## src/rtl/mdio_req_arbiter.sv

```systemverilog
// Round-robin arbiter sharing one MDIO frame generator among NREQ requesters.
// Define MDIO_ARB_FIXED_PRIO_EN for fixed priority (lowest index always wins).
module mdio_req_arbiter #(
    parameter int unsigned NREQ    = 4,
    parameter int unsigned TIMEOUT = 1023
) (
    input  logic                 clk,
    input  logic                 reset,
    input  logic [NREQ-1:0]      req_i,
    input  logic [32*NREQ-1:0]   req_frame_i,
    output logic [NREQ-1:0]      grant_o,
    output logic [NREQ-1:0]      done_o,
    output logic [15:0]          rd_data_out_o,
    output logic                 err_o,
    output logic                 busy_o,
    output logic                 gen_start_o,
    output logic [31:0]          gen_t_data_o,
    input  logic                 gen_mdc_i,
    input  logic                 gen_data_rdy_i,
    input  logic [15:0]          gen_rd_data_i
);

    localparam int unsigned PTR_W = (NREQ > 1) ? $clog2(NREQ) : 1;
    localparam int unsigned TMO_W = $clog2(TIMEOUT + 1);

    typedef enum logic [2:0] {
        StIdle,
        StLaunch,
        StWaitWr,
        StWaitRd,
        StDone
    } state_e;

    state_e             state_q, state_d;
    logic [PTR_W-1:0]   idx_q, idx_d;
    logic [PTR_W-1:0]   ptr_q, ptr_d;
    logic [31:0]        frame_q, frame_d;
    logic               err_q, err_d;
    logic [15:0]        rd_data_q, rd_data_d;
    logic [5:0]         edge_cnt_q, edge_cnt_d;
    logic [TMO_W-1:0]   tmo_cnt_q, tmo_cnt_d;
    logic               mdc_q;

    logic               found;
    logic [PTR_W-1:0]   win;
    logic [31:0]        win_frame;
    logic               mdc_rise;
    logic               frame_ok;
    logic               tmo_hit;

    assign mdc_rise = gen_mdc_i & ~mdc_q;
    assign frame_ok = (frame_q[31:30] == 2'b01) &&
                      ((frame_q[29:28] == 2'b01) || (frame_q[29:28] == 2'b10));
    assign tmo_hit  = (tmo_cnt_d == TMO_W'(TIMEOUT));

    // Search upward from ptr_q, wrapping modulo NREQ; first set request wins.
    always_comb begin
        int unsigned j;
        found     = 1'b0;
        win       = '0;
        win_frame = '0;
        j         = 0;
        for (int unsigned i = 0; i < NREQ; i++) begin
            j = (32'(ptr_q) + i) % NREQ;
            if (!found && req_i[j]) begin
                found     = 1'b1;
                win       = PTR_W'(j);
                win_frame = req_frame_i[32*j +: 32];
            end
        end
    end

    always_comb begin
        state_d     = state_q;
        idx_d       = idx_q;
        ptr_d       = ptr_q;
        frame_d     = frame_q;
        err_d       = err_q;
        rd_data_d   = rd_data_q;
        edge_cnt_d  = edge_cnt_q;
        tmo_cnt_d   = tmo_cnt_q;
        gen_start_o = 1'b0;
        unique case (state_q)
            StIdle: begin
                if (found) begin
                    idx_d   = win;
                    frame_d = win_frame;
                    state_d = StLaunch;
                end
            end
            StLaunch: begin
                edge_cnt_d = '0;
                tmo_cnt_d  = '0;
                if (!frame_ok) begin
                    err_d   = 1'b1;
                    state_d = StDone;
                end else begin
                    err_d       = 1'b0;
                    gen_start_o = 1'b1;
                    state_d     = (frame_q[29:28] == 2'b01) ? StWaitWr : StWaitRd;
                end
            end
            StWaitWr: begin
                tmo_cnt_d = tmo_cnt_q + 1'b1;
                if (mdc_rise) begin
                    edge_cnt_d = edge_cnt_q + 1'b1;
                end
                // Completion takes precedence over a coincident timeout.
                if (mdc_rise && (edge_cnt_q == 6'd31)) begin
                    err_d   = 1'b0;
                    state_d = StDone;
                end else if (tmo_hit) begin
                    err_d     = 1'b1;
                    rd_data_d = '0;
                    state_d   = StDone;
                end
            end
            StWaitRd: begin
                tmo_cnt_d = tmo_cnt_q + 1'b1;
                if (gen_data_rdy_i) begin
                    rd_data_d = gen_rd_data_i;
                    err_d     = 1'b0;
                    state_d   = StDone;
                end else if (tmo_hit) begin
                    err_d     = 1'b1;
                    rd_data_d = '0;
                    state_d   = StDone;
                end
            end
            StDone: begin
`ifdef MDIO_ARB_FIXED_PRIO_EN
                ptr_d = '0;
`else
                ptr_d = (32'(idx_q) == NREQ - 1) ? '0 : idx_q + 1'b1;
`endif
                state_d = StIdle;
            end
            default: state_d = StIdle;
        endcase
    end

    always_ff @(posedge clk) begin
        if (!reset) begin
            state_q    <= StIdle;
            idx_q      <= '0;
            ptr_q      <= '0;
            frame_q    <= '0;
            err_q      <= 1'b0;
            rd_data_q  <= '0;
            edge_cnt_q <= '0;
            tmo_cnt_q  <= '0;
            mdc_q      <= 1'b0;
        end else begin
            state_q    <= state_d;
            idx_q      <= idx_d;
            ptr_q      <= ptr_d;
            frame_q    <= frame_d;
            err_q      <= err_d;
            rd_data_q  <= rd_data_d;
            edge_cnt_q <= edge_cnt_d;
            tmo_cnt_q  <= tmo_cnt_d;
            mdc_q      <= gen_mdc_i;
        end
    end

    always_comb begin
        grant_o = '0;
        done_o  = '0;
        if (state_q != StIdle) begin
            grant_o = NREQ'(1) << idx_q;
        end
        if (state_q == StDone) begin
            done_o = NREQ'(1) << idx_q;
        end
    end

    assign busy_o        = (state_q != StIdle);
    assign err_o         = (state_q == StDone) & err_q;
    assign rd_data_out_o = rd_data_q;
    assign gen_t_data_o  = frame_q;

endmodule
```

## config.mk

```make
export PLATFORM = sky130hd
export DESIGN_NAME = mdio_req_arbiter
export DESIGN_NICKNAME = d
export VERILOG_FILES = /design/src/rtl/mdio_req_arbiter.sv
export SDC_FILE = /design/constraint.sdc
export NUM_CORES = 1
export LEC_CHECK = 0
export ABC_AREA = 0
export CORE_AREA = 4 4 120 122
export CTS_CLUSTER_DIAMETER = 150
export DETAILED_ROUTE_END_ITERATION = 12
export DIE_AREA = 0 0 124 126
export PLACE_DENSITY = 0.87
export SLEW_MARGIN = 20
export SYNTH_ARGS = -nofsm -noshare
export SYNTH_HDL_FRONTEND = slang
export SYNTH_SLANG_ARGS = --single-unit
export TNS_END_PERCENT = 1
```

## constraint.sdc

```tcl
create_clock -name clk -period 2.2 [get_ports clk]
set_input_delay 0.55 -clock clk [delete_from_list [all_inputs] [get_ports clk]]
set_output_delay 0.55 -clock clk [all_outputs]
set_load 0.01 [all_outputs]
```

======== After elaboration in Yosys (flattened, before gate mapping) ========
Cells that the tools add are included.
word-level totals
  output and inout bits ................... 59
  register bits ........................... 73
  logic and storage cells ................. 102
cells by class
  $add $sub $neg .......................... 6
  magnitude comparators ................... 4
  bitwise operators ....................... 3
  eq/ne operators ......................... 13
  muxes and demuxes ....................... 44
  shifts and indexed selects .............. 5
  reductions and logical operators ........ 18
operators by type and width
  kind                   count
  $shiftx 128x8->32      4
  $mux 32                4
  $mux 16                3
  $pmux 16 s2            1
  $pmux 10 s2            1
  $mux 1                 15
  $mux 3                 5
  $lt 2x3->1 const B     4
  $pmux 3 s4             1
  $pmux 6 s2             1
  $add 10x1->10 const B  1
  $eq 10x10->1 const B   1
  $mux 2                 5
  $bmux 1 s2             4
  $mux 4                 2
  $add 6x1->6 const B    1
  $eq 3x2->1 const B     2
  $eq 6x5->1 const B     1
  $mux 6                 1
  $ne 2x2->1 const B     3
  $reduce_and 2->1       3
  $reduce_bool 3->1      2
  $logic_and 1x1->1      5
  $add 2x1->2 const B    2
  other kinds (14)       21

======== Longest topological paths before layout ========
Gate-level depths: netlist (run 1).
  depth in word-level cells ............... 14
  gate-level depth with buffers ........... 9
  mapped depth without buffers ............ 7

======== Least setup slack after synthesis (run 1) ========
Ideal clock, no wire load.
  path type ............................... reg-to-reg
  start ................................... register tmo_cnt_q[0]
  end ..................................... register rd_data_q[10], in the netlist rd_data_out_o[10]
  clock period less this slack ............ 2.031 ns
  stages on the path, launching flop included .. 9
  arrival ................................. 1.906 ns
  library setup time ...................... 0.125 ns
  setup slack ............................. 0.169 ns
  path through ............................ dfxtp_1 -> ha_1 -> nand2_2 -> or3b_1 -> a211oi_2 -> o21ai_1 -> nor4b_4 -> buf_4 -> o21ai_0
on the way
  longest elaborated chain between the ends .. 6
ends and longest elaborated chain
  element                     line      RTL
  start: declaration          41        logic [TMO_W-1:0] tmo_cnt_q, tmo_cnt_d;
  start signal: assignment    161       tmo_cnt_q <= tmo_cnt_d;
  $add 10x1->10               104, 119
  $pmux 10 s2 (*)             83        unique case (state_q)
  $eq 10x10->1 (*)            54        assign tmo_hit = (tmo_cnt_d == TMO_W'(TIMEOUT));
  $mux 16 (*)                 n/a
  $mux 16 (on tied branches)  n/a
  $pmux 16 s2 (*)             n/a
  end signal: assignment      159       rd_data_q <= rd_data_d;
  end: declaration            39        logic [15:0] rd_data_q, rd_data_d;
Mark *: on every way between the ends. The rest lies on a longest branch, timed or not. The select of a mux whose other input is x is not followed.
A chain may end at the register's enable or synchronous reset.

======== Final worst setup path (run 1) ========
  start ................................... register frame_q[29], in the netlist gen_t_data_o[29]
  end ..................................... output port gen_start_o
on the way
  longest elaborated chain between the ends .. 5
ends and longest elaborated chain
  element                                          line  RTL
  start: declaration                               37    logic [31:0] frame_q, frame_d;
  start signal: assignment                         157   frame_q <= frame_d;
  $eq 2x1->1 / $eq 2x2->1 (equally long branches)  53    ((frame_q[29:28] == 2'b01) || (frame_q[29:28] == 2'b10));
  $logic_or 1x1->1 (*)                             53
  $logic_and 1x1->1 (*)                            52    assign frame_ok = (frame_q[31:30] == 2'b01) &&
  $mux 1 (*)                                       94    if (!frame_ok) begin
  $mux 1 (*)                                       83
  end: declaration                                 16    output logic gen_start_o,
Mark *: on every way between the ends. The rest lies on a longest branch, timed or not.

==> out/metrics.csv, run 1 <==
stage,metric,value,unit
clocking,clk sink count,73,
flow_run,max_cap viols,0,
sta,# setup viols final,0,
yosys,Post-synth ARST share,0,
sta,worst slew pin tran,740,ps
layout,Final Cell Area,9060,um^2
yosys,sequential element share of the synthesized area,0.237,
critical_path,Reg2Reg Launch Point,tmo_cnt_q[0],
critical_path,reg2reg end,state_q[2],
die,CORE AREA,13200,um^2
critical_path,crit path buf inv count,4,
critical_path,Top Family by Delay on Critical Path,buffers and inverters,
sta,final slew viol count,0,
routing,final wirelength,20200,um
clocking,hold buffers post-CTS,0,
critical_path,worst reg-to-reg path cell count,8,
sta,RSZ-0062 raised after global routing,true,
critical_path,Crit-path slowest cell,dfxtp_1,
critical_path,crit end category,output pin,
clocking,CTS root buf,clkbuf_16,
sta,hold_ws,455,ps
routing,Routed Antenna Nets,0,
sta,worst relative slew slack,0.507,
place,IO buf count,210,
layout,layout cells sized above 1,0.196,
yosys,mapped cell area,6160,um^2
clocking,CTS tree,yes,
die,Starting Density,0.467,
routing,via-per-instance ratio,5.93,
clocking,clk_lat worst skew,350,ps
global_routing,total gr overflow,0,
critical_path,capture point of the worst path,gen_start_o,
critical_path,Critical Path Start,gen_t_data_o[29],
global_routing,initial antenna violation count,0,
die,row cnt,42,
yosys,mean post-synth cell area,7.72,um^2
layout,Ant. Diodes,0,
critical_path,Critical Path Fanout Max,2,
status,outcome,"complete, no violations",
routing,DR vias,7015,
critical_path,WP data required,1650,ps
yosys,YS warnings,0,
pwr,Design Power,5.56,mW
yosys,"EDFF count, synth",0,
sta,endpoints failing hold,0,
yosys,ys flop type,dfxtp_1,
routing,Iter 0 DRT Violations,483,
clocking,post-CTS setup buffer count,0,
yosys,synthesized net count,958,
global_routing,vias in the first global route,6811,
layout,most frequent cells in the layout,"clkdlybuf4s50_1, nand2_1, mux2_2",
global_routing,largest net degree at the start of global routing,73,
yosys,post-synthesis cell count,799,
yosys,Yosys cell types,56,
place,GP Congestion,0.858,
critical_path,Worst Path Arrival,1580,ps
critical_path,Crit Path Class,reg -> out,
clocking,cts bufs inserted,9,
layout,Fillers,1034,
critical_path,worst-path cell chain,inv_1 -> ha_1 -> nor3b_2 -> buf_4 -> nand2b_1 -> inv_2 -> clkbuf_2,
place,DP HPWL,14400,um
clocking,htree depth,3,
die,Die Y,126,um
pwr,pwr/cell area,614,nW/um^2
critical_path,WP depth,7,
pwr,VDD IR max,430,uV
pwr,P_leak,3.14,nW
global_routing,first-pass GRT wire length,31700,um
routing,first drt pass iteration count,5,
sta,final worst path period share,0.970,
sta,final critical-path required period,2130,ps
die,die area,15600,um^2
place,placed cell area,8710,um^2
critical_path,CP peak stage delay,330,ps
hold_path,worst hold path type,reg -> reg,
critical_path,Worst Setup Start Kind,flip-flop,
routing,DR DRC count,0,
global_routing,total track usage,0.248,
die,# IOs,211,
layout,synth-to-layout area growth,47.0,%
yosys,"FF+latch count, synth",73,
sta,Final Skew,6.50,ps
clocking,"Reg clk slew, reported paths",60,ps
layout,fin nets,1161,
die,Horiz. Die Dim,124,um
clocking,Clock Path Buffers,2,
routing,WL/cell,17.1,um
critical_path,worst reg-to-reg setup slack,110,ps
sta,fmax,468,MHz
layout,"most common cell after layout, fill and taps aside",clkdlybuf4s50_1,
==> flip-flops by register name, summed over array words and instances, names as in the netlist <==
register,flops
gen_t_data_o,32
idx_q,2
state_q,3
err_q,1
rd_data_out_o,16
edge_cnt_q,6
tmo_cnt_q,10
mdc_q,1
ptr_q,2
==> worst min path at each step <==
| stage | depth (start not counted) | endpoint | slack, ps | from |
|---|---|---|---|---|
| after floorplan | 1 | edge_cnt_q[5] | 420 | edge_cnt_q[5] |
| after CTS | 1 | edge_cnt_q[5] | 460 | edge_cnt_q[5] |
| final | 1 | edge_cnt_q[5] | 460 | edge_cnt_q[5] |
| after global routing | 1 | edge_cnt_q[5] | 490 | edge_cnt_q[5] |
| after global placement | 1 | edge_cnt_q[5] | 440 | edge_cnt_q[5] |
| after detailed placement | 1 | edge_cnt_q[5] | 450 | edge_cnt_q[5] |
==> cell type report <==
type,instances,area [um^2],area share
multi-input combinational,645,4400,0.485
timing repair buffer,263,2610,0.288
sequential,73,1470,0.163
clock buffer,10,239,0.0264
tap,176,220,0.0243
clock inverter,6,88.8,0.00980
inverter,10,37.5,0.00414
==> cell families after synthesis <==
logic type / count (synthesis) / synth area share
AOI/OAI and AO/OA: 253 / 0.265
and+or+nand+nor: 253 / 0.192
muxes: 132 / 0.234
buffers and inverters: 81 / 0.0570
DFF: 73 / 0.237
adders and majority gates: 7 / 0.0142
==> cell usage after synthesis, types with 5 or more instances <==
library cell	count	area, um^2
inv_1	9	33.8
nand2_1	118	443
ha_1	7	87.6
nor2_1	52	195
mux2_2	99	1110
and3_1	9	56.3
buf_2	26	130
a32oi_1	17	149
nand3b_1	5	37.5
o21ai_0	92	460
clkbuf_1	37	139
dfxtp_1	73	1460
nor3_1	8	40.0
nand3_1	22	110
a21oi_1	50	250
buf_1	5	18.8
mux2i_1	33	330
and2_1	9	56.3
a211oi_1	33	248
a41oi_1	32	280
==> metal layers <==
layer | up-vias | routed length [um] | global-route usage
li1 | 3388 | - | -
met1 | 3241 | 8110 | 0.285
met2 | 333 | 9460 | 0.414
met3 | 53 | 2110 | 0.0780
met4 | 0 | 563 | 0.115
met5 | - | 0 | 0
==> report_power, final <==
group          internal (mW)  switching, mW  leakage, nW
Combinational           1.21           1.04         2.38
Clock                   1.03          0.615        0.163
Sequential              1.53          0.145        0.601
Total                   3.77           1.80         3.14
==> through the flow <==
step | setup slack (ps) | utilization | instances | setup TNS, ps
floorplan | 169 | - | 799 | 0
finish | 65.2 | 0.687 | 1183 | 0
global route | -51.6 | 0.687 | 1183 | -51.6
global placement | -255 | 0.660 | 1166 | -8170
CTS | -67.6 | 0.686 | 1182 | -67.6
detailed placement | -355 | 0.660 | 1166 | -10650
==> timing repair <==
item | 4_1_cts | 5_1_grt
resized for setup | 23 | 13
cloned | 0 | 1
endpoints found under the setup margin | 12 | 55
pin swaps | 1 | 1
Note: power is estimated with default switching activity, not from simulation.
==> inputs of run 2 (changes only) <==
Settings changed: CTS_CLUSTER_DIAMETER 150 to not set.
==> results of run 2 <==
The final DEF is identical to that of run 1; final timing and power are the same.
==> inputs of run 3 (changes only) <==
Settings changed: HOLD_SLACK_MARGIN set to 0.12, SLEW_MARGIN 20 to 10.
==> results of run 3 <==
The final DEF is identical to that of run 1; final timing and power are the same.
